===== src/rtl/sap1_output_display_pkg.sv =====
// Shared definitions for the SAP-1 output display: segment codes, FSM states, BCD helpers.
package sap1_output_display_pkg;

    typedef enum logic {
        IDLE = 1'b0,
        CONV = 1'b1
    } state_t;

    // Common-anode, active-low, ordered {g,f,e,d,c,b,a}
    localparam logic [6:0] SEG_0     = 7'b1000000;
    localparam logic [6:0] SEG_1     = 7'b1111001;
    localparam logic [6:0] SEG_2     = 7'b0100100;
    localparam logic [6:0] SEG_3     = 7'b0110000;
    localparam logic [6:0] SEG_4     = 7'b0011001;
    localparam logic [6:0] SEG_5     = 7'b0010010;
    localparam logic [6:0] SEG_6     = 7'b0000010;
    localparam logic [6:0] SEG_7     = 7'b1111000;
    localparam logic [6:0] SEG_8     = 7'b0000000;
    localparam logic [6:0] SEG_9     = 7'b0010000;
    localparam logic [6:0] SEG_BLANK = 7'b1111111;
    localparam logic [6:0] SEG_MINUS = 7'b0111111;

    function automatic logic [6:0] seg_code(input logic [3:0] d);
        case (d)
            4'd0:    seg_code = SEG_0;
            4'd1:    seg_code = SEG_1;
            4'd2:    seg_code = SEG_2;
            4'd3:    seg_code = SEG_3;
            4'd4:    seg_code = SEG_4;
            4'd5:    seg_code = SEG_5;
            4'd6:    seg_code = SEG_6;
            4'd7:    seg_code = SEG_7;
            4'd8:    seg_code = SEG_8;
            4'd9:    seg_code = SEG_9;
            default: seg_code = SEG_BLANK;
        endcase
    endfunction

    // Double-dabble correction: any nibble >=5 gets +3 so the following shift carries decimally
    function automatic logic [11:0] dd_adjust(input logic [11:0] b);
        logic [3:0] n;
        dd_adjust = b;
        for (int i = 0; i < 3; i++) begin
            n = b[i*4 +: 4];
            if (n >= 4'd5) n = n + 4'd3;
            dd_adjust[i*4 +: 4] = n;
        end
    endfunction

endpackage


===== src/rtl/sap1_seg7_decode.sv =====
// Combinational BCD digit to active-low 7-segment pattern, with blank and minus overrides.
module sap1_seg7_decode
    import sap1_output_display_pkg::*;
(
    input  logic [3:0] digit,
    input  logic       blank,
    input  logic       minus,
    output logic [6:0] seg_n
);

    always_comb begin
        seg_n = seg_code(digit);
        if (blank) seg_n = SEG_BLANK;
        if (minus) seg_n = SEG_MINUS;
    end

endmodule


===== src/rtl/sap1_output_display.sv =====
// SAP-1 output register display: sequential binary-to-BCD conversion and 4-digit scanned display.
// Define SAP1_DISP_SIGNED_EN to treat data_in as two's complement with a minus sign on digit 3.
module sap1_output_display
    import sap1_output_display_pkg::*;
#(
    parameter int SCAN_DIV = 1000
) (
    input  logic       clk,
    input  logic       nclr,
    input  logic [7:0] data_in,
    output logic       busy,
    output logic       conv_done,
    output logic [3:0] an_n,
    output logic [6:0] seg_n
);

    localparam int PW = $clog2(SCAN_DIV);

    state_t        state, state_nx;
    logic [7:0]    data_q, sh_q, mag;
    logic [11:0]   bcd_work, bcd_disp, bcd_adj;
    logic [19:0]   dd_next;
    logic [2:0]    cnt;
    logic          load, commit;
    logic [PW-1:0] presc;
    logic [1:0]    dig;
    logic [3:0]    digit_v;
    logic          blank, minus;

`ifdef SAP1_DISP_SIGNED_EN
    logic sign_work, sign_disp;
    assign mag = data_in[7] ? -data_in : data_in;
`else
    assign mag = data_in;
`endif

    assign load    = (state == IDLE) && (data_in != data_q);
    assign commit  = (state == CONV) && (cnt == 3'd7);
    assign busy    = (state == CONV);
    assign bcd_adj = dd_adjust(bcd_work);
    assign dd_next = {bcd_adj, sh_q} << 1;

    always_comb begin
        state_nx = state;
        case (state)
            IDLE:    if (load)   state_nx = CONV;
            CONV:    if (commit) state_nx = IDLE;
            default: state_nx = IDLE;
        endcase
    end

    always_ff @(posedge clk or negedge nclr) begin
        if (!nclr) state <= IDLE;
        else       state <= state_nx;
    end

    always_ff @(posedge clk or negedge nclr) begin
        if (!nclr) begin
            data_q    <= '0;
            sh_q      <= '0;
            bcd_work  <= '0;
            bcd_disp  <= '0;
            cnt       <= '0;
            conv_done <= 1'b0;
`ifdef SAP1_DISP_SIGNED_EN
            sign_work <= 1'b0;
            sign_disp <= 1'b0;
`endif
        end else begin
            conv_done <= commit;
            if (load) begin
                data_q   <= data_in;
                sh_q     <= mag;
                bcd_work <= '0;
                cnt      <= '0;
`ifdef SAP1_DISP_SIGNED_EN
                sign_work <= data_in[7];
`endif
            end else if (state == CONV) begin
                bcd_work <= dd_next[19:8];
                sh_q     <= dd_next[7:0];
                cnt      <= cnt + 3'd1;
                // Sign and digits move to the display together so no mixed value is ever shown
                if (commit) begin
                    bcd_disp <= dd_next[19:8];
`ifdef SAP1_DISP_SIGNED_EN
                    sign_disp <= sign_work;
`endif
                end
            end
        end
    end

    always_ff @(posedge clk or negedge nclr) begin
        if (!nclr) begin
            presc <= '0;
            dig   <= '0;
        end else if (presc == PW'(SCAN_DIV - 1)) begin
            presc <= '0;
            dig   <= dig + 2'd1;
        end else begin
            presc <= presc + 1'b1;
        end
    end

    assign an_n = ~(4'b0001 << dig);

    always_comb begin
        digit_v = bcd_disp[3:0];
        blank   = 1'b0;
        minus   = 1'b0;
        case (dig)
            2'd1: begin
                digit_v = bcd_disp[7:4];
                blank   = (bcd_disp[11:4] == 8'd0);
            end
            2'd2: begin
                digit_v = bcd_disp[11:8];
                blank   = (bcd_disp[11:8] == 4'd0);
            end
            2'd3: begin
                digit_v = 4'd0;
                blank   = 1'b1;
`ifdef SAP1_DISP_SIGNED_EN
                minus   = sign_disp;
`endif
            end
            default: ;
        endcase
    end

    sap1_seg7_decode u_dec (
        .digit (digit_v),
        .blank (blank),
        .minus (minus),
        .seg_n (seg_n)
    );

endmodule


===== config.mk =====
export PLATFORM = sky130hd
export DESIGN_NAME = sap1_output_display
export DESIGN_NICKNAME = d
export VERILOG_FILES = /design/src/rtl/sap1_output_display_pkg.sv /design/src/rtl/sap1_seg7_decode.sv /design/src/rtl/sap1_output_display.sv
export SDC_FILE = /design/constraint.sdc
export NUM_CORES = 1
export LEC_CHECK = 0
export ABC_AREA = 1
export CORE_MARGIN = 5
export CORE_UTILIZATION = 58
export CTS_CLUSTER_SIZE = 12
export DETAILED_ROUTE_END_ITERATION = 16
export MAX_ROUTING_LAYER = met4
export PLACE_DENSITY_LB_ADDON = 0.15
export SYNTH_ARGS = -nofsm -noshare
export SYNTH_HDL_FRONTEND = slang
export SYNTH_SLANG_ARGS = --single-unit

===== constraint.sdc =====
create_clock -name clk -period 2.9 [get_ports clk]
set_input_delay 0.725 -clock clk [delete_from_list [all_inputs] [get_ports clk]]
set_output_delay 0.725 -clock clk [all_outputs]
set_load 0.005 [all_outputs]

==> impl_metrics.env, run 1 <==
export IMPL_outcome="finished clean"
export IMPL_multi_input_area_um2=1580
export IMPL_crit_fanout=5
export IMPL_rows=26
export IMPL_cts_root_buf="clkbuf_8"
export IMPL_p_leak_uw=0.002072
export IMPL_grt_overflow=0
export IMPL_rsz0062_at_grt="yes"
export IMPL_period_minus_slack_ns=2.862
export IMPL_cts_htree_levels=3
export IMPL_drive_gt1_share_pct=20.96
export IMPL_cts_tree="yes"
export IMPL_portBuffers=22
export IMPL_grt_pass1_wl_mm=11.64
export IMPL_synth_distinct_cells=30
export IMPL_antenna_cells=0
export IMPL_powerDensity_nw_per_um2=971.5
export IMPL_clk_pin_slew_worst_paths_ns=0.07
export IMPL_whs_ns=0.3503
export IMPL_drc=0
export IMPL_path_buf_inv=6
export IMPL_cp_end_kind="output pin"
export IMPL_synth_nets=423
export IMPL_required_ns=2.17
export IMPL_area_growth_pct=25.54
export IMPL_worst_slack_ns=0.03761
export IMPL_tightest_slew_ns=0.5029
export IMPL_viasPerCell=5.114
export IMPL_initial_core_util_pct=60.81
export IMPL_post_dp_hpwl_mm=4.584
export IMPL_seq_area_frac_synth_pct=45.35
export IMPL_io_pins=23
export IMPL_timing_fmax_mhz=349.4
export IMPL_crit_path_max_incr_delay_ns=0.40
export IMPL_drt_total_wl_mm=6.733
export IMPL_synth_area_um2=3146
export IMPL_min_period_over_period_pct=98.70
export IMPL_clk_latency_ns=0.34
export IMPL_start_kind="register"
export IMPL_numCtsBuffers=9
export IMPL_gp_congestion=0.8540
export IMPL_finalHoldViolCount=0
export IMPL_final_nets=480
export IMPL_drv_slew=0
export IMPL_postSynthAreaPerCell_um2=7.943
export IMPL_ir_drop_mv=0.6145
export IMPL_fillers=355
export IMPL_ys_ff_latch=57
export IMPL_synth_warning_count=0
export IMPL_core_area_um2=5172
export IMPL_drv_cap=0
export IMPL_fp_dieH_um=83.65
export IMPL_stdcell_area_um2=3949
export IMPL_syn_instance_count=396
export IMPL_seq_area_um2=1426
export IMPL_path_cells="inv_2 -> ha_4 -> inv_4 -> or2_1 -> nand2_2 -> inv_2 -> buf_6 -> ha_4 -> o21ai_2 -> inv_1 -> nand2_1 -> nand3_2 -> buf_6"
export IMPL_grt_pass1_vias=2691
export IMPL_clock_path_buffers=2
export IMPL_die_w_um=83.65
export IMPL_antenna_found_initial=0
export IMPL_placed_area_um2=3547
export IMPL_grt_max_degree=23
export IMPL_pre_cts_ws_ns=-0.1123
export IMPL_slowest_stage="dfrtp_1"
export IMPL_hold_buffers=0
export IMPL_dr_pass1_iters=4
export IMPL_min_path_type="in -> async"
export IMPL_fin_skew_ns=0.005868
export IMPL_power_total_uw=3836
export IMPL_grt_usage_pct=20.63
export IMPL_die_area_um2=6996
export IMPL_r2r_start="cnt[0]"
export IMPL_r2r_end="bcd_disp[0]"
export IMPL_ant_nets=0
export IMPL_clkSinkCount=57
export IMPL_num_vias=2700
export IMPL_maxSlewHeadroom_pct=66.48
export IMPL_rr_worst_depth=6
export IMPL_critical_path_top_delay_family="buffers and inverters"
export IMPL_avgRoutedWirePerCell_um=12.75
export IMPL_setup_violations=0
export IMPL_crit_arrival_ns=2.14
export IMPL_critPathKind="reg -> out"
export IMPL_drt_iter0_drc=122
export IMPL_r2r_slack_ns=1.07
==> per-layer routing <==
layer / track usage (%) / up-vias / routed length (um)
met3: 3.850 / 12 / 223
met2: 34.92 / 45 / 3462
li1: - / 1368 / -
met1: 24.70 / 1275 / 2939
met4: 7.164 / 0 / 108
met5: - / - / 0
==> logic make-up after synthesis <==
kind of cell    count (synthesis)  synth area share, %
buf+inv                        58                7.240
xor+xnor                        9                2.506
simple gates                  211                29.36
compound gates                 44                8.791
flops                          57                45.35
fa+ha+maj                      17                6.762
==> placed cells by master (no fill, tap or decap), drive strengths merged <==
| cell type | Yosys | layout |
|---|---|---|
| xnor2 | 4 | 4 |
| nand2 | 135 | 135 |
| nor2 | 21 | 21 |
| clkbuf | 2 | 15 |
| inv | 51 | 52 |
| bufinv | 0 | 1 |
| ha | 17 | 17 |
| nand3 | 37 | 37 |
| xor2 | 5 | 5 |
| dfrtp | 57 | 57 |
| nor3 | 2 | 2 |
| o21ai | 29 | 29 |
| a21boi | 2 | 2 |
| buf | 5 | 34 |
| clkinv | 0 | 2 |
| clkdlybuf4s50 | 0 | 14 |
| clkdlybuf4s15 | 0 | 1 |
| a21oi | 12 | 12 |
| o21bai | 1 | 1 |
| nand4 | 7 | 7 |
| or2 | 9 | 9 |
| dlygate4sd2 | 0 | 1 |
==> stage by stage <==
stage	instances	TNS, ns	utilization (%)
after floorplan	396	0	-
after global placement	499	-0.01886	68.58
after detailed placement	499	-0.2289	68.58
after CTS	527	-0.09312	75.18
after global routing	528	-0.1972	76.34
final	528	0	76.34
==> cell usage after synthesis <==
library cell	number	area [um^2]
xor2_1	5	43.79
o21ai_4	1	16.27
nand3_2	1	10.01
xnor2_1	4	35.03
dfrtp_1	57	1426
o21ai_2	8	70.07
nand2_2	2	12.51
o21ai_1	2	10.01
or2_1	2	12.51
buf_2	2	10.01
nor2_1	18	67.56
nand3_1	36	180.2
nand2_1	131	491.7
a21oi_2	1	8.760
a21oi_1	11	55.05
nand2_4	2	22.52
inv_2	3	11.26
nor2_4	2	22.52
nand4_1	7	43.79
nor3_1	2	10.01
ha_1	17	212.7
nor2_2	1	6.260
a21boi_0	2	15.01
clkbuf_1	2	7.510
or2_2	7	43.79
inv_1	48	180.2
o21bai_2	1	11.26
o21ai_0	18	90.09
buf_1	2	7.510
buf_6	1	11.26
==> report_power, final <==
part           internal (uW)  total [uW]  switching, uW
Clock                    467         784            317
Sequential              1090        1290            203
Combinational            775        1760            985
Total                   2330        3840           1510
==> repair_timing <==
action	4_1_cts	5_1_grt
setup endpoints to repair	7	6
gates cloned	0	0
setup buffers	12	2
pin swaps	5	9
gates resized for setup	26	22
==> worst max-delay path by stage <==
stage | startpoint | endpoint | slack, ns | cells after the start
finish | dig[1] | seg_n[6] | 0.04 | 13
global route | dig[1] | seg_n[6] | -0.1 | 13
CTS | dig[0] | seg_n[1] | -0.09 | 10
detailed placement | dig[0] | seg_n[1] | -0.11 | 8
global placement | dig[0] | seg_n[1] | -0.02 | 8
floorplan | dig[0] | seg_n[1] | 0.36 | 9
==> state kept, by name, indices dropped and copies added (netlist names) <==
register and flops:
presc 10, busy 1, cnt 3, bcd_work 12, conv_done 1, bcd_disp 12, sh_q 8, data_q 8
dig 2
==> layout make-up <==
cell class | instances | share of cell area [%]
Clock inverter | 4 | 1.236
Clock buffer | 12 | 4.182
Timing Repair Buffer | 53 | 11.31
Inverter | 51 | 4.911
Multi-Input combinational cell | 281 | 40.02
Sequential cell | 57 | 36.12
Tap cell | 70 | 2.218
(Power assumes the default switching activity.)
==> run 2: changes to the inputs <==
--- a/config.mk
+++ b/config.mk
@@ -7,9 +7,10 @@
 export LEC_CHECK = 0
 export ABC_AREA = 1
 export CORE_MARGIN = 5
-export CORE_UTILIZATION = 58
+export CORE_UTILIZATION = 60
 export CTS_CLUSTER_SIZE = 12
 export DETAILED_ROUTE_END_ITERATION = 16
+export HOLD_SLACK_MARGIN = 0.06
 export MAX_ROUTING_LAYER = met4
 export PLACE_DENSITY_LB_ADDON = 0.15
 export SYNTH_ARGS = -nofsm -noshare
==> constraint.sdc (replaced) <==
create_clock -name clk -period 3.53 [get_ports clk]
set_input_delay 0.706 -clock clk [delete_from_list [all_inputs] [get_ports clk]]
set_output_delay 0.706 -clock clk [all_outputs]
set_load 0.005 [all_outputs]
==> impl_metrics.env, run 2 (synthesis results as in run 1) <==
export IMPL_grt_max_degree=24
export IMPL_crit_fanout=5
export IMPL_portBuffers=22
export IMPL_cp_end_kind="output pin"
export IMPL_final_cells=498
export IMPL_die_w_um=82.41
export IMPL_viasPerCell=5.110
export IMPL_avgRoutedWirePerCell_um=12.43
export IMPL_start_kind="register"
export IMPL_layout_commonest_cell="nand2_1"
export IMPL_whs_ns=0.2548
export IMPL_min_period_over_period_pct=95.74
export IMPL_cts_setup_buffers=0
export IMPL_place_inst=484
export IMPL_drive_gt1_share_pct=11.68
export IMPL_area_growth_pct=15.39
export IMPL_clk_pin_slew_worst_paths_ns=0.07
export IMPL_ir_drop_mv=0.4474
export IMPL_largestRegisters="bcd_disp x12, bcd_work x12, presc x10"
export IMPL_fp_dieH_um=82.41
export IMPL_gp_congestion=0.8474
export IMPL_tightest_slew_ns=0.6708
export IMPL_final_nets=452
export IMPL_finalHoldViolCount=0
export IMPL_post_dp_hpwl_mm=4.289
export IMPL_powerDensity_nw_per_um2=814.7
export IMPL_final_cell_mix="nand2_1, dfrtp_1, inv_1"
export IMPL_rr_worst_depth=4
export IMPL_rows=26
export IMPL_grt_met3_usage_pct=3.688
export IMPL_antenna_cells=0
export IMPL_ant_nets=0
export IMPL_crit_arrival_ns=2.67
export IMPL_dr_pass1_iters=5
export IMPL_clk_latency_ns=0.33
export IMPL_grt_pass1_wl_mm=10.83
export IMPL_initial_core_util_pct=61.59
export IMPL_pre_cts_ws_ns=0.3683
export IMPL_grt_met2_usage_pct=35.26
export IMPL_numCtsBuffers=9
export IMPL_busiest_layer="met2"
export IMPL_min_path_type="in -> async"
export IMPL_setup_tns_ns=0
export IMPL_clock_path_buffers=2
export IMPL_worst_slack_ns=0.1503
export IMPL_maxSlewHeadroom_pct=55.28
export IMPL_drv_cap=0
export IMPL_critPathKind="reg -> out"
export IMPL_grt_overflow=0
export IMPL_p_leak_uw=0.001902
export IMPL_drc=0
export IMPL_drt_total_wl_mm=6.191
export IMPL_num_vias=2545
export IMPL_drt_iter0_drc=110
export IMPL_clkSinkCount=57
export IMPL_met1_usage_pct=26.87
export IMPL_required_ns=2.82
export IMPL_fin_skew_ns=0.008615
export IMPL_cts_tree="yes"
export IMPL_io_pins=23
export IMPL_cts_root_buf="clkbuf_8"
export IMPL_cts_htree_levels=3
export IMPL_outcome="finished clean"
export IMPL_core_area_um2=5107
export IMPL_period_minus_slack_ns=3.380
export IMPL_die_area_um2=6791
export IMPL_grt_pass1_vias=2465
export IMPL_timing_fmax_mhz=295.9
export IMPL_grt_usage_pct=21.62
export IMPL_drv_slew=0
export IMPL_setup_violations=0
export IMPL_antenna_found_initial=0
-- run 2: stage by stage --
step | instance area (um^2) | power, uW | utilization (%)
after global placement | 3435 | 2327 | 67.25
after global routing | 3630 | 3227 | 71.07
after detailed placement | 3435 | 2381 | 67.25
after CTS | 3617 | 2975 | 70.82
final | 3630 | 2957 | 71.07
after floorplan | 3146 | 1983 | -
-- run 2: layout make-up --
type	count	area, um^2
multi-input combinational	281	1504
fill	412	1478
sequential	57	1426
timing repair buffer	25	237.7
inverter	51	191.4
clock buffer	10	137.6
tap	70	87.58
clock inverter	4	45.04
-- run 2: report_power, final --
part / switching [uW] / internal, uW / total (uW)
Combinational: 720 / 578 / 1300
Clock: 246 / 333 / 579
Sequential: 185 / 895 / 1080
Total: 1150 / 1810 / 2960
-- run 2: worst max-delay path, cell delays in order, from the launching register on --
cell and delay, ns:
dfrtp_1 0.42, inv_2 0.09, ha_1 0.25, nand2_1 0.08
nand2_1 0.07, o21ai_1 0.27, ha_1 0.30, or2_2 0.29
nand3_1 0.08, clkdlybuf4s50_1 0.50
-- run 2: repair_timing --
| item | in CTS | in global routing |
|---|---|---|
| gates resized for setup | 0 | 5 |
| hold buffers | 0 | 0 |
| setup endpoints to repair | 0 | 4 |
-- run 2: worst paths after layout --
path	start	to	slack (ns)
setup / recovery	dig[0]	seg_n[1]	0.15
hold reg to reg	cnt[0]	cnt[0]	0.49
hold / removal	nclr	cnt[1]	0.25
max in group asynchronous	nclr	bcd_disp[10]	2.66
min in group clk	cnt[0]	cnt[0]	0.49
setup reg to reg	busy	bcd_disp[0]	1.50
-- run 2: routing by layer --
| layer | vias to the layer above | share of wire (%) |
|---|---|---|
| met4 | 0 | 2.1 |
| li1 | 1309 | - |
| met2 | 35 | 48 |
| met5 | - | 0 |
| met3 | 14 | 2.8 |
| met1 | 1187 | 47 |
